<file path="src/rtl/crc_engine.sv">
// Streaming parametrised CRC engine: folds one DATA_WIDTH beat per cycle into a
// CRC_WIDTH register and presents the finished CRC plus beat count on a result port.
module crc_engine #(
  parameter int CRC_WIDTH  = 8,
  parameter int DATA_WIDTH = 8,
  parameter int LEN_WIDTH  = 16
) (
  input  logic                  clk,
  input  logic                  rst_n,
  input  logic [CRC_WIDTH-1:0]  crc_poly,
  input  logic [CRC_WIDTH-1:0]  crc_init,
  input  logic [CRC_WIDTH-1:0]  crc_xorout,
  input  logic                  reflect_in,
  input  logic                  reflect_out,
  input  logic                  s_valid,
  output logic                  s_ready,
  input  logic [DATA_WIDTH-1:0] s_data,
  input  logic                  s_sof,
  input  logic                  s_eof,
  output logic                  m_valid,
  input  logic                  m_ready,
  output logic [CRC_WIDTH-1:0]  m_crc,
  output logic [LEN_WIDTH-1:0]  m_len,
  output logic                  frame_err
);

  // Handshakes: a beat moves on s_valid && s_ready, a result on m_valid && m_ready;
  // s_ready is decoded from registered state only, so it never depends on s_valid or m_ready.

  typedef enum logic [1:0] {
    IDLE   = 2'd0,
    ACTIVE = 2'd1,
    RESULT = 2'd2
  } state_t;

  state_t                state;
  logic [CRC_WIDTH-1:0]  crc_q;
  logic [CRC_WIDTH-1:0]  poly_q;
  logic [CRC_WIDTH-1:0]  xorout_q;
  logic                  rin_q;
  logic                  rout_q;
  logic [LEN_WIDTH-1:0]  len_q;

  logic                  accept;
  logic [CRC_WIDTH-1:0]  eff_poly;
  logic [CRC_WIDTH-1:0]  eff_xorout;
  logic                  eff_rin;
  logic                  eff_rout;
  logic [CRC_WIDTH-1:0]  base_crc;
  logic [CRC_WIDTH-1:0]  next_crc;
  logic [CRC_WIDTH-1:0]  final_crc;
  logic [LEN_WIDTH-1:0]  next_len;

  function automatic logic [CRC_WIDTH-1:0] crc_step(
    input logic [CRC_WIDTH-1:0]  c,
    input logic [DATA_WIDTH-1:0] d,
    input logic [CRC_WIDTH-1:0]  poly,
    input logic                  refl
  );
    logic [CRC_WIDTH-1:0] r;
    logic                 b;
    logic                 fb;
    r = c;
    for (int i = DATA_WIDTH - 1; i >= 0; i--) begin
      b  = refl ? d[DATA_WIDTH-1-i] : d[i];
      fb = r[CRC_WIDTH-1] ^ b;
      r  = {r[CRC_WIDTH-2:0], 1'b0};
      if (fb) r = r ^ poly;
    end
    return r;
  endfunction

  function automatic logic [CRC_WIDTH-1:0] bitrev(input logic [CRC_WIDTH-1:0] v);
    logic [CRC_WIDTH-1:0] r;
    r = '0;
    for (int i = 0; i < CRC_WIDTH; i++) r[CRC_WIDTH-1-i] = v[i];
    return r;
  endfunction

  assign s_ready = (state != RESULT);
  assign accept  = s_valid && s_ready;

  // A sof beat runs on the live config; every other beat uses the copy latched at sof.
  always_comb begin
    eff_poly   = s_sof ? crc_poly    : poly_q;
    eff_xorout = s_sof ? crc_xorout  : xorout_q;
    eff_rin    = s_sof ? reflect_in  : rin_q;
    eff_rout   = s_sof ? reflect_out : rout_q;
    base_crc   = s_sof ? crc_init    : crc_q;
    next_crc   = crc_step(base_crc, s_data, eff_poly, eff_rin);
    final_crc  = (eff_rout ? bitrev(next_crc) : next_crc) ^ eff_xorout;
    if (s_sof)       next_len = LEN_WIDTH'(1);
    else if (&len_q) next_len = len_q;
    else             next_len = len_q + LEN_WIDTH'(1);
  end

  always_ff @(posedge clk or negedge rst_n) begin
    if (!rst_n) begin
      state     <= IDLE;
      crc_q     <= '0;
      poly_q    <= '0;
      xorout_q  <= '0;
      rin_q     <= 1'b0;
      rout_q    <= 1'b0;
      len_q     <= '0;
      m_valid   <= 1'b0;
      m_crc     <= '0;
      m_len     <= '0;
      frame_err <= 1'b0;
    end else begin
      frame_err <= 1'b0;
      case (state)
        IDLE, ACTIVE: begin
          if (accept) begin
            if (s_sof || state == ACTIVE) begin
              crc_q <= next_crc;
              len_q <= next_len;
              if (s_sof) begin
                poly_q   <= crc_poly;
                xorout_q <= crc_xorout;
                rin_q    <= reflect_in;
                rout_q   <= reflect_out;
              end
              // sof while a frame is open abandons that frame
              frame_err <= s_sof && (state == ACTIVE);
              if (s_eof) begin
                m_valid <= 1'b1;
                m_crc   <= final_crc;
                m_len   <= next_len;
                state   <= RESULT;
              end else begin
                state <= ACTIVE;
              end
            end else begin
              frame_err <= 1'b1;
            end
          end
        end
        RESULT: begin
          if (m_ready) begin
            m_valid <= 1'b0;
            state   <= IDLE;
          end
        end
        default: state <= IDLE;
      endcase
    end
  end

endmodule

</file>
<file path="config.mk">
export PLATFORM = sky130hd
export DESIGN_NAME = crc_engine
export DESIGN_NICKNAME = d
export VERILOG_FILES = /design/src/rtl/crc_engine.sv
export SDC_FILE = /design/constraint.sdc
export NUM_CORES = 1
export LEC_CHECK = 0
export CELL_PAD_IN_SITES_DETAIL_PLACEMENT = 2
export CELL_PAD_IN_SITES_GLOBAL_PLACEMENT = 2
export CORE_MARGIN = 2
export CORE_UTILIZATION = 35
export CTS_CLUSTER_SIZE = 28
export DETAILED_ROUTE_END_ITERATION = 6
export GPL_TIMING_DRIVEN = 1
export MAX_ROUTING_LAYER = met4
export PLACE_DENSITY_LB_ADDON = 0.1
export SLEW_MARGIN = 10
export SYNTH_ARGS = -nofsm -noshare
export SYNTH_HDL_FRONTEND = slang
export SYNTH_SLANG_ARGS = --single-unit
</file>
<file path="constraint.sdc">
create_clock -name clk -period 6.45 [get_ports clk]
set_input_delay 0.9675 -clock clk [delete_from_list [all_inputs] [get_ports clk]]
set_output_delay 0.9675 -clock clk [all_outputs]
set_load 0.01 [all_outputs]
</file>
==> results.yml <==
run_status:
  outcome: "complete, no violations"
die:
  dieHeight_um: 131.8
  die-area_sq_um: 17370
  floorplan.initialDensity: 0.3586
  row_count: 46
  ioPinCount: 67
  core_area_sq_um: 15940
  chipWidth_um: 131.8
sta:
  finalCritPeriodShare: 0.9386
  skew_ns: 0.009943
  hold_violations: 0
  worst_pin_slew_ns: 1.141
  fmax_ghz: 0.1652
  max-slew-margin-rel: 0.2176
  finalMaxSlewViolations: 0
  layout_setup_ws_ns: 0.3959
  setup_viol: 0
  whs_ns: 0.4818
  finalSetupTns_ns: 0
  grt_setup_unrepaired: "false"
  period_needed_ns: 6.054
final_layout:
  nets: 782
  antenna_cells: 0
  drive_above_1_share: 0.1208
  area_growth_pct: 22.43
  multi_input_area_sq_um: 3796
  register_area_sq_um: 1752
  instances_no_fill: 961
  nFillCells: 1790
clock_tree:
  cts_tree: "yes"
  clock-sinks: 70
  cts.htree.levels: 3
  numCtsBuffers: 9
  clock_latency_ns: 0.35
  clk_pin_slew_ns: 0.06
  cts_root_buf: "clkbuf_16"
  ctsHoldBuffers: 0
  clk_path_buf_depth: 2
synthesis:
  yosysSeqAreaShare: 0.3064
  yosys_warnings: 0
  ys_seq_elements: 70
  synth_nets: 719
  synth_edf_count: 0
  syn_area_sq_um: 5717
  ys.flop_type: "dfrtp_1"
  synthDistinctLibCells: 70
  syn_avg_cell_area_sq_um: 8.444
  async_reset_ff_frac: 1.000
  synthCells: 677
route:
  vias: 5466
  finalWirelength_um: 21310
  viasPerCell: 5.688
  drt_pre_antenna_iters: 4
  drtIter0Drc: 193
  antenna_left: 0
  wl_per_cell_um: 22.17
  drc: 0
min_path:
  hp-class: "reg2reg"
  hold_depth: 2
global_route:
  grt_pass1_wl_um: 34200
  grt_overflow: 0
  grt_pass1_vias: 6134
  grt_antenna_before_repair: 0
  grt_max_degree: 71
  grt_usage: 0.2579
setup_path:
  crit_fanout: 11
  end_kind: "flip-flop"
  crit_required_ns: 6.67
  start_kind: "input port"
  cp_data_arrival_time_ns: 6.28
  rr_worst_depth: 16
  critPathKind: "in2reg"
job:
  cap_violations: 0
placement:
  place_hpwl_um: 15600
  place_congestion: 0.9087
  place_ws_ns: -0.002896
  dp_cells: 945
  portBuffers: 66
## layout by cell type, fill, tap and decap left out, types with 9 or more instances in the layout
| master | instances |
|---|---|
| nor2_1 | 61 |
| clkbuf_16 | 9 |
| clkdlybuf4s50_1 | 64 |
| xnor2_1 | 31 |
| xor2_1 | 19 |
| buf_4 | 29 |
| dfrtp_1 | 70 |
| nand3_1 | 27 |
| o21ai_0 | 44 |
| o31ai_1 | 12 |
| a21oi_1 | 29 |
| nand2_1 | 91 |
| nand4_1 | 10 |
| mux2i_1 | 46 |
| mux2_2 | 25 |
| nor3_1 | 37 |
## metrics by stage
| stage | utilization | cell area, sq um |
|---|---|---|
| after floorplan | - | 5717 |
| after global placement | 0.4192 | 6683 |
| after detailed placement | 0.4192 | 6683 |
| after CTS | 0.4381 | 6984 |
| after global routing | 0.4390 | 6999 |
| final | 0.4390 | 6999 |
## cell type report
| type | instances | area share |
|---|---|---|
| multi-input combinational | 561 | 0.5424 |
| inverter | 3 | 0.001609 |
| tap | 216 | 0.03861 |
| timing repair buffer | 95 | 0.1241 |
| clock inverter | 5 | 0.008402 |
| sequential | 70 | 0.2503 |
| clock buffer | 11 | 0.03468 |
## cell usage after synthesis (3+ instances only)
library cell / n / share of area
nand2_1: 91 / 0.060
a31oi_1: 7 / 0.0077
dfrtp_1: 70 / 0.31
a22o_1: 3 / 0.0046
a211o_1: 3 / 0.0046
mux2_2: 25 / 0.049
o211ai_1: 3 / 0.0039
mux2i_1: 47 / 0.082
xnor2_1: 32 / 0.049
and4_1: 4 / 0.0061
o21ai_0: 44 / 0.039
and2_1: 7 / 0.0077
a21oi_1: 29 / 0.025
or3_1: 3 / 0.0033
nand3_1: 27 / 0.024
a211oi_1: 4 / 0.0053
nand2b_1: 6 / 0.0066
inv_1: 3 / 0.0020
a221oi_1: 4 / 0.0061
nor4_1: 7 / 0.0077
clkbuf_1: 36 / 0.024
xnor3_1: 6 / 0.024
o21ai_1: 5 / 0.0044
xor2_1: 20 / 0.031
nand4_1: 10 / 0.011
nor2_1: 61 / 0.040
o31ai_1: 12 / 0.016
and3_1: 7 / 0.0077
a22oi_1: 4 / 0.0053
nor3_1: 37 / 0.032
o22ai_1: 7 / 0.0077
## cell families (layout without fill, tap and decap cells)
group / after synthesis / count (layout) / share of synthesized area
and+or+nand+nor: 274 / 274 / 0.2235
AOI/OAI and AO/OA: 146 / 146 / 0.1692
muxes: 76 / 76 / 0.1444
DFF: 70 / 70 / 0.3064
xor gates and xnor gates: 63 / 63 / 0.1188
buffers and inverters: 46 / 114 / 0.03327
adders and majority gates: 2 / 2 / 0.004377
## layer usage
layer  global-route usage  up-vias  wire (um)  part of all wire
met4              0.07729        0        461             0.022
met2               0.4680       58      11100              0.52
met5                    -        -          0                 0
met1               0.3018     2797       9421              0.44
met3              0.02499       28        323             0.015
li1                     -     2583          -                 -
## final timing paths
check                                           to  slack, ns            startpoint
setup / recovery              m_crc[7]$_DFFE_PN0P_       0.40            reflect_in
hold / removal                crc_q[0]$_DFFE_PN0P_       0.48  crc_q[0]$_DFFE_PN0P_
setup reg to reg              m_crc[7]$_DFFE_PN0P_       1.06     rin_q$_DFFE_PN0P_
hold reg to reg               crc_q[0]$_DFFE_PN0P_       0.48  crc_q[0]$_DFFE_PN0P_
max in group asynchronous  xorout_q[7]$_DFFE_PN0P_       4.98                 rst_n
min in group asynchronous     m_len[7]$_DFFE_PN0P_       0.85                 rst_n
## state kept, by name, indices dropped and copies added (netlist names)
register   count
state          2
len_q         16
m_len         16
m_valid        1
frame_err      1
poly_q         8
xorout_q       8
crc_q          8
m_crc          8
rin_q          1
rout_q         1
## what timing repair did
item	4_1_cts	5_1_grt
endpoints found under the setup margin	0	4
hold endpoints to repair	0	0
setup buffers	0	0
resized for setup	0	2
## worst max-delay path, cell delays in order
cell,delay [ns]
clkdlybuf4s50_1,0.47
mux2i_4,0.21
mux2_4,0.36
mux2i_4,0.23
xnor2_2,0.44
mux2_2,0.42
a31o_2,0.22
o211ai_4,0.35
nor4b_1,0.39
or4_1,0.27
and2_1,0.40
o21ai_0,0.16
a311o_1,0.37
a31oi_1,0.34
xnor2_1,0.17
xnor2_1,0.15
a221o_1,0.32
Power is not shown: default switching activity piles up to over one toggle a cycle in this logic, so the estimate is an artifact.
